==> config.mk <==
export PLATFORM = sky130hd
export DESIGN_NAME = wb_hazard_ctrl
export DESIGN_NICKNAME = d
export VERILOG_FILES = /design/src/rtl/wb_hazard_ctrl.sv
export SDC_FILE = /design/constraint.sdc
export NUM_CORES = 1
export LEC_CHECK = 0
export CORE_UTILIZATION = 60
export DETAILED_ROUTE_END_ITERATION = 6
export DONT_BUFFER_PORTS = 1
export GPL_TIMING_DRIVEN = 0
export HOLD_SLACK_MARGIN = 0.06
export PLACE_DENSITY = 0.76
export SYNTH_ARGS = -nofsm -noshare
export SYNTH_HDL_FRONTEND = slang
export SYNTH_SLANG_ARGS = --single-unit
==> constraint.sdc <==
create_clock -name i_clk -period 3 [get_ports i_clk]
set_input_delay 0.6 -clock i_clk [delete_from_list [all_inputs] [get_ports i_clk]]
set_output_delay 0.6 -clock i_clk [all_outputs]
set_load 0.005 [all_outputs]
==> src/rtl/wb_hazard_ctrl.sv <==
// Writeback-stage hazard controller: memory-wait stalls with timeout, taken-branch flush,
// registered writeback select/destination and writeback-to-execute forwarding.
module wb_hazard_ctrl #(
  parameter int unsigned MAX_WAIT = 15
) (
  input  logic       i_clk,
  input  logic       i_rst,
  input  logic       i_valid_ex,
  input  logic [1:0] i_wb_sel_ex,
  input  logic       i_reg_wr_ex,
  input  logic       i_mem_wr_ex,
  input  logic [4:0] i_rd_ex,
  input  logic [4:0] i_rs1_ex,
  input  logic [4:0] i_rs2_ex,
  input  logic       i_br_taken_ex,
  input  logic       i_dmem_ack,
  output logic       o_dmem_req,
  output logic       o_stall,
  output logic       o_flush,
  output logic [1:0] o_wb_sel,
  output logic       o_reg_wr,
  output logic [4:0] o_rd,
  output logic       o_fwd_a,
  output logic       o_fwd_b,
  output logic       o_dmem_err
);

  localparam logic [1:0] J_WB    = 2'd0;
  localparam logic [1:0] ALU_WB  = 2'd1;
  localparam logic [1:0] DMEM_WB = 2'd2;
  localparam int CW = $clog2(MAX_WAIT + 1);

  typedef enum logic [1:0] {RUN = 2'd0, WAIT_MEM = 2'd1, FLUSH = 2'd2} state_t;

  state_t        state, state_nxt;
  logic [CW-1:0] cnt, cnt_nxt;
  logic          mem_op, advance, timeout, stall_int, flush_int, req_int;

  // Next-state, wait counter and per-cycle pipeline control.
  always_comb begin
    state_nxt = state;
    cnt_nxt   = cnt;
    stall_int = 1'b0;
    flush_int = 1'b0;
    req_int   = 1'b0;
    advance   = 1'b0;
    timeout   = 1'b0;
    mem_op    = i_valid_ex & ((i_wb_sel_ex == DMEM_WB) | i_mem_wr_ex);
    case (state)
      RUN: begin
        req_int   = mem_op;
        stall_int = mem_op & ~i_dmem_ack;
        advance   = i_valid_ex & ~stall_int;
        if (stall_int) begin
          state_nxt = WAIT_MEM;
        end else if (advance & i_br_taken_ex) begin
          flush_int = 1'b1;
          state_nxt = FLUSH;
        end else begin
          state_nxt = RUN;
        end
      end
      WAIT_MEM: begin
        req_int   = 1'b1;
        stall_int = 1'b1;
        // Ack beats a simultaneous timeout; the last waiting cycle is MAX_WAIT-th.
        if (i_dmem_ack) begin
          advance   = 1'b1;
          cnt_nxt   = {CW{1'b0}};
          state_nxt = RUN;
        end else if (cnt == CW'(MAX_WAIT - 1)) begin
          timeout   = 1'b1;
          cnt_nxt   = {CW{1'b0}};
          state_nxt = RUN;
        end else begin
          cnt_nxt   = cnt + CW'(1);
        end
      end
      FLUSH: begin
        state_nxt = RUN;
      end
      default: begin
        state_nxt = RUN;
        cnt_nxt   = {CW{1'b0}};
      end
    endcase
  end

  // State, counter and registered writeback controls.
  always_ff @(posedge i_clk or posedge i_rst) begin
    if (i_rst) begin
      state      <= RUN;
      cnt        <= {CW{1'b0}};
      o_wb_sel   <= ALU_WB;
      o_rd       <= 5'd0;
      o_reg_wr   <= 1'b0;
      o_dmem_err <= 1'b0;
    end else begin
      state      <= state_nxt;
      cnt        <= cnt_nxt;
      o_dmem_err <= timeout;
      if (advance) begin
        o_wb_sel <= i_wb_sel_ex;
        o_rd     <= i_rd_ex;
        o_reg_wr <= i_reg_wr_ex & ~i_mem_wr_ex & (i_rd_ex != 5'd0);
      end else if (timeout | ~stall_int) begin
        o_reg_wr <= 1'b0;
      end else begin
        o_reg_wr <= o_reg_wr;
      end
    end
  end

  assign o_dmem_req = req_int & ~i_rst;
  assign o_stall    = stall_int & ~i_rst;
  assign o_flush    = flush_int & ~i_rst;
  assign o_fwd_a    = o_reg_wr & (o_rd != 5'd0) & (o_rd == i_rs1_ex) & ~i_rst;
  assign o_fwd_b    = o_reg_wr & (o_rd != 5'd0) & (o_rd == i_rs2_ex) & ~i_rst;

endmodule

==> out/metrics.cfg, run 1 <==
[min_path]
hp-class=in2async

[sta]
slew_viol_final=0
rsz0062_at_grt=no
hold_viol=0
whs_ns=0.236
layout_min_cycle_time_ns=2.22
max_freq_ghz=0.450
fin_setup_tns_ns=0
worstMarginPinSlew_ns=0.575
final.period_utilization=0.740
slew_headroom=0.616
fin_worst_skew_ns=0.00355
setup_viol=0

[critical_path]
endpoint_kind=primary output
path_cells=or4_1 > o211ai_1 > nor4_1
critPathKind=reg2out
critPathMaxFanout=5
max_stage_delay_ns=0.55
start_kind=flop
slowest_stage=or4_1
crit_required_ns=2.40
critPathArrivalTime_ns=1.62

[synthesis]
synthesis.nets=109
synth_top_area_frac=0.385
ys_warn_count=0
ys_async_sr_fraction=1.00
synth-main-ff-cell=dfrtp_1
synth_cell_types=33
syn_area_per_cell_sq_um=11.0
syn-cell-area_sq_um=911
seq_area_frac_synth=0.413
ys_top_cells_by_count=14 x dfrtp_1, 7 x mux2_2, 6 x nor2_1, 6 x xnor2_1, 5 x inv_1
ys_seq_elements=15
synth_edf_count=0
synth_most_common_cell=dfrtp_1
synth_cells=83
synth_area_leaders=dfrtp_1 38%, mux2_2 8.7%, xnor2_1 5.8%
yosysTopAreaCell=dfrtp_1

[cts]
cts_tree=done
cts_buffer_depth=2
cts_setup_buffers=0
htreeDepth=1
cts-root-buf=clkbuf_4
clock-sinks=15
clkLatencyLatePin_ns=0.30
clk_pin_slew_ns=0.10
ctsHoldBuffers=0
cts_resized=0
cts_buffers=3

[floorplanning]
fp.dieH_um=41.0
fp.dieArea_sq_um=1680
num_rows=13
die_w_um=41.0
start_util=0.675
core_sq_um=1350
io-pin-count=38

[power]
switching_power_uw=178
ir_drop_mv=0.391
p_sw_frac=0.330
power_leakage_uw=0.000412
intPower_uw=361
powerDensity_nw_per_um2=562
p_clk_frac=0.227
seqPwrFrac=0.525
power_uw=538
comb_power_share=0.248

[drt]
dr.max_layer_used=met4
post_drt_wl_per_cell_um=16.2
ant_nets=0
vias_per_cell=6.38
routed_wl_um=1650
dr_wl_met2_um=732
dr.pass1.iters=4
vias=651
drcViolationCount=0
route.met3.wl_um=116
m1WireLength_um=769
drt_iter0_drc=9

[global_route]
antenna_found_initial=0
grt_use_total=0.212
grt_overflow=0
grt_pass1_vias=565
grt_max_degree=17
grt_first_pass_wirelength_um=2250

[placement]
io_buffers=0
hpwlAfterDp_um=1270
routabilityCongestion=0.866

[final_layout]
syn_to_final_growth_pct=5.08
antenna_cells=0
finish.utilization=0.709
final_nets=114
drive_gt1_frac=0.253

[status]
status=finished clean

[run]
cap_violations=0

==> routing by layer <==
layer	global-route usage	vias up
met5	0	-
met1	0.291	312
met3	0.0489	5
met4	0.142	0
met2	0.293	22
li1	-	312
==> cell type report <==
class | count | area [sq um]
fillers | 111 | 393
clock buffers | 3 | 22.5
inverters | 6 | 27.5
multi-input cells | 60 | 490
plain buffers | 2 | 16.3
clock inverters | 1 | 5.00
flip-flops and latches | 15 | 377
well taps | 15 | 18.8
==> power groups by stage <==
stage	registers [uW]	clock network [uW]	logic, uW
2_1_floorplan	276	0	116
3_3_place_gp	284	0	129
3_5_place_dp	285	0	135
4_1_cts	282	121	135
5_1_grt	290	127	151
6_report	283	122	134
==> kinds of logic after synthesis <==
group,after synthesis,synth area share
buffers and inverters,8,0.0481
muxes,9,0.109
adders and majority gates,2,0.0275
AOI/OAI and AO/OA,12,0.132
DFF,15,0.413
xor gates and xnor gates,10,0.0961
and+or+nand+nor,27,0.174
==> layout by cell type, fill, tap and decap left out, types with 3 or more instances in the layout <==
cell type	Yosys	routed
inv_1	5	5
xnor2_1	6	6
clkbuf_4	0	3
mux2_2	7	7
nand3_1	4	4
xor2_1	4	4
nor3_1	3	3
dfrtp_1	14	14
nand2_1	3	3
nor2_1	6	6
==> path summary, 6_finish.rpt <==
kind / startpoint / endpoint / slack, ns / cells after the start
worst min register to register: o_wb_sel[1]$_DFFE_PP0P_ / o_wb_sel[1]$_DFFE_PP0P_ / 0.55 / 1
worst max-delay path: o_rd[0]$_DFFE_PP0P_ / o_fwd_b / 0.78 / 3
max in group asynchronous: i_rst / o_wb_sel[0]$_DFFE_PP1P_ / 2.39 / 1
worst max register to register: state[0]$_DFFE_PP0P_ / o_rd[0]$_DFFE_PP0P_ / 1.36 / 5
min in group i_clk: i_br_taken_ex / state[1]$_DFFE_PP0P_ / 0.45 / 2
worst min-delay path: i_rst / o_dmem_err$_DFF_PP0_ / 0.24 / 1
==> state kept, by name, summed over array words and instances, names as in the netlist <==
register and flops:
cnt 4, o_dmem_err 1, o_rd 5, o_reg_wr 1
o_wb_sel 2, state 2
==> critical path, delay by kind of cell, from the launching register on <==
kind             cells  cell delay [ns]
AO/OA/AOI/OAI        1             0.21
AND/OR/NAND/NOR      2             0.66
flip-flops           1             0.46
==> through the flow <==
step	setup slack, ns	cell area (sq um)	instances
finish	0.780	957	102
global route	0.548	957	102
CTS	0.731	957	102
detailed placement	0.739	930	98
global placement	0.764	930	98
floorplan	0.935	911	83
Power figures use the tool's default switching activity.
==> run 2, diff against run 1 <==
Settings changed: CORE_UTILIZATION 60 to 54, PLACE_DENSITY 0.76 to 0.72.
Clock period 3 ns to 2 ns, I/O delays scaled along.
==> run 2 against run 1 <==
Effect of this change:
- worst hold slack worse by 0.19 ns
- sequential power increased by 51%
- wire length shrank 3.9%
- via count down 2.3%
- count of clock-buffer cells in the layout stayed put
- the run now ends with setup timing left
- flip-flop and latch count is the same
- final area is 0.39% higher
- final cell count is 0.98% higher
- critical path depth unchanged
==> out/metrics.cfg, run 2 (same netlist as run 1, synthesis figures left out) <==
[critical_path]
timing.rr.end=o_wb_sel[1]$_DFFE_PP0P_  ; was o_rd[0]$_DFFE_PP0P_
critPathKind=reg2out  ; unchanged
reg2reg_from=state[0]$_DFFE_PP0P_  ; unchanged
r2r_cells=5  ; unchanged
start_kind=flop  ; unchanged
endpoint_kind=primary output  ; unchanged
rrSetupSlack_ns=0.37  ; was 1.36 ns
critPathArrivalTime_ns=1.62  ; about the same
critPathMaxFanout=5  ; unchanged
crit_required_ns=1.60  ; was 2.40 ns

[cts]
cts_tree=done  ; unchanged
htreeDepth=1  ; unchanged
clkLatencyLatePin_ns=0.29  ; was 0.30 ns
cts_buffer_depth=2  ; unchanged
cts-root-buf=clkbuf_4  ; unchanged
clk_pin_slew_ns=0.09  ; was 0.10 ns
cts_setup_buffers=0  ; unchanged
clock-sinks=15  ; unchanged
cts_buffers=3  ; unchanged
ctsHoldBuffers=0  ; unchanged

[sta]
fin_worst_skew_ns=0.00499  ; was 0.00355 ns
max_freq_ghz=0.495
slew_headroom=0.608  ; was 0.616
final.period_utilization=1.01
setup_ws_ns=-0.0197  ; was 0.780 ns
hold_viol=0  ; unchanged
setup_viol=2  ; was 0
layout_min_cycle_time_ns=2.02
slew_viol_final=0  ; unchanged
rsz0062_at_grt=yes  ; was no
worstMarginPinSlew_ns=0.587  ; was 0.575 ns

[global_route]
grt_use_total=0.196  ; was 0.212
grt_overflow=0  ; unchanged
grt_pass1_vias=613  ; was 565
antenna_found_initial=0  ; unchanged
grt_max_degree=17  ; unchanged
grt_first_pass_wirelength_um=2630  ; was 2250 um

[final_layout]
syn_to_final_growth_pct=5.49  ; was 5.08%
multi_input_area_sq_um=490  ; unchanged
seqCellArea_sq_um=379  ; was 377 sq um
antenna_cells=0  ; unchanged
fill_cells=137  ; was 111
largest_register=o_rd  ; unchanged
final_common_cell=dfrtp_1  ; unchanged
drive_gt1_frac=0.276  ; was 0.253
final_nets=114  ; unchanged
final_cell_mix=12 x dfrtp_1, 7 x mux2_2, 6 x nor2_1, 6 x xnor2_1, 5 x inv_1  ; was 14 x dfrtp_1, 7 x mux2_2, 6 x nor2_1, 6 x xnor2_1, 5 x inv_1
reg.largest.list=o_rd (5), cnt (4)  ; unchanged
largest_register_ffs=5  ; unchanged

[drt]
drcViolationCount=0  ; unchanged
vias_per_cell=6.17  ; was 6.38
drt_iter0_drc=12  ; was 9
post_drt_wl_per_cell_um=15.4  ; was 16.2 um
routed_wl_um=1590  ; was 1650 um
vias=636  ; was 651
dr.pass1.iters=4  ; unchanged
ant_nets=0  ; unchanged

[power]
power_uw=800  ; was 538 uW
powerDensity_nw_per_um2=833  ; was 562 nW/um^2
power_leakage_uw=0.000410  ; was 0.000412 uW
ir_drop_mv=0.534  ; was 0.391 mV

[placement]
io_buffers=0  ; unchanged
place_ws_ns=0.109  ; was 0.739 ns
routabilityCongestion=0.715  ; was 0.866
hpwlAfterDp_um=1260  ; was 1270 um

[floorplanning]
num_rows=14  ; was 13
die_w_um=43.1  ; was 41.0 um
core_sq_um=1540  ; was 1350 sq um
fp.dieArea_sq_um=1860  ; was 1680 sq um
start_util=0.591  ; was 0.675
fp.dieH_um=43.1  ; was 41.0 um
io-pin-count=38  ; unchanged

[min_path]
hp-class=in2async  ; unchanged

[status]
violations=setup timing
status=finished with violations  ; was finished clean

[run]
cap_violations=0  ; unchanged

[run 2: cell types whose count changed in the layout (fill, tap and decap cells not counted)]
| cell | change |
|---|---|
| dfrtp_1 | -2 |
| dfrtp_2 | +2 |
[run 2: per-stage QoR]
step           setup TNS [ns]  cells   util  instance area (sq um)  hold WS (ns)
2_1_floorplan               0     83      -                    911         0.309
3_3_place_gp                0     99  0.604                    931         0.386
3_5_place_dp                0     99  0.604                    931         0.388
4_1_cts               -0.0581    103  0.623                    960        0.0642
5_1_grt                -0.149    103  0.623                    961        0.0962
6_report              -0.0379    103  0.623                    961        0.0442
[run 2: area by class of cell]
cell class | instances | share of cell area
multi-input combinational | 60 | 0.510
tap | 16 | 0.0208
buffer | 2 | 0.0169
clock buffer | 3 | 0.0234
inverter | 6 | 0.0286
clock inverter | 1 | 0.00521
sequential | 15 | 0.395
[run 2: how the worst max path moves through the flow]
stage	endpoint	slack (ns)	startpoint
after floorplan	o_fwd_a	0.34	i_rst
after global placement	o_fwd_a	0.13	i_rst
after detailed placement	o_fwd_b	0.11	i_rst
after CTS	o_fwd_b	-0.03	o_rd[0]$_DFFE_PP0P_
after global routing	o_fwd_b	-0.08	o_rd[0]$_DFFE_PP0P_
final	o_fwd_b	-0.02	o_rd[0]$_DFFE_PP0P_
[run 2: metal layers]
| metal | GRT usage | wire length [um] | vias up |
|---|---|---|---|
| met5 | 0 | 0 | - |
| met4 | 0.109 | 39 | 0 |
| met3 | 0.0298 | 86 | 5 |
| met2 | 0.279 | 716 | 20 |
| met1 | 0.283 | 744 | 304 |
| li1 | - | - | 307 |
[run 2: where the power goes]
| part | internal, uW | total [uW] | switching [uW] |
|---|---|---|---|
| logic | 107 | 196 | 88.6 |
| registers | 360 | 426 | 65.9 |
| clock network | 74.5 | 178 | 104 |
| total | 542 | 800 | 258 |
[run 2: critical path, cell delays in order, from the launching register on]
cell,delay (ns)
dfrtp_2,0.46
or4_1,0.55
o211ai_1,0.22
nor4_1,0.11
[run 2: timing repair]
item                                    in CTS  in global routing
resized for setup                            1                  1
pin swaps                                    0                  0
endpoints found under the setup margin       2                  2
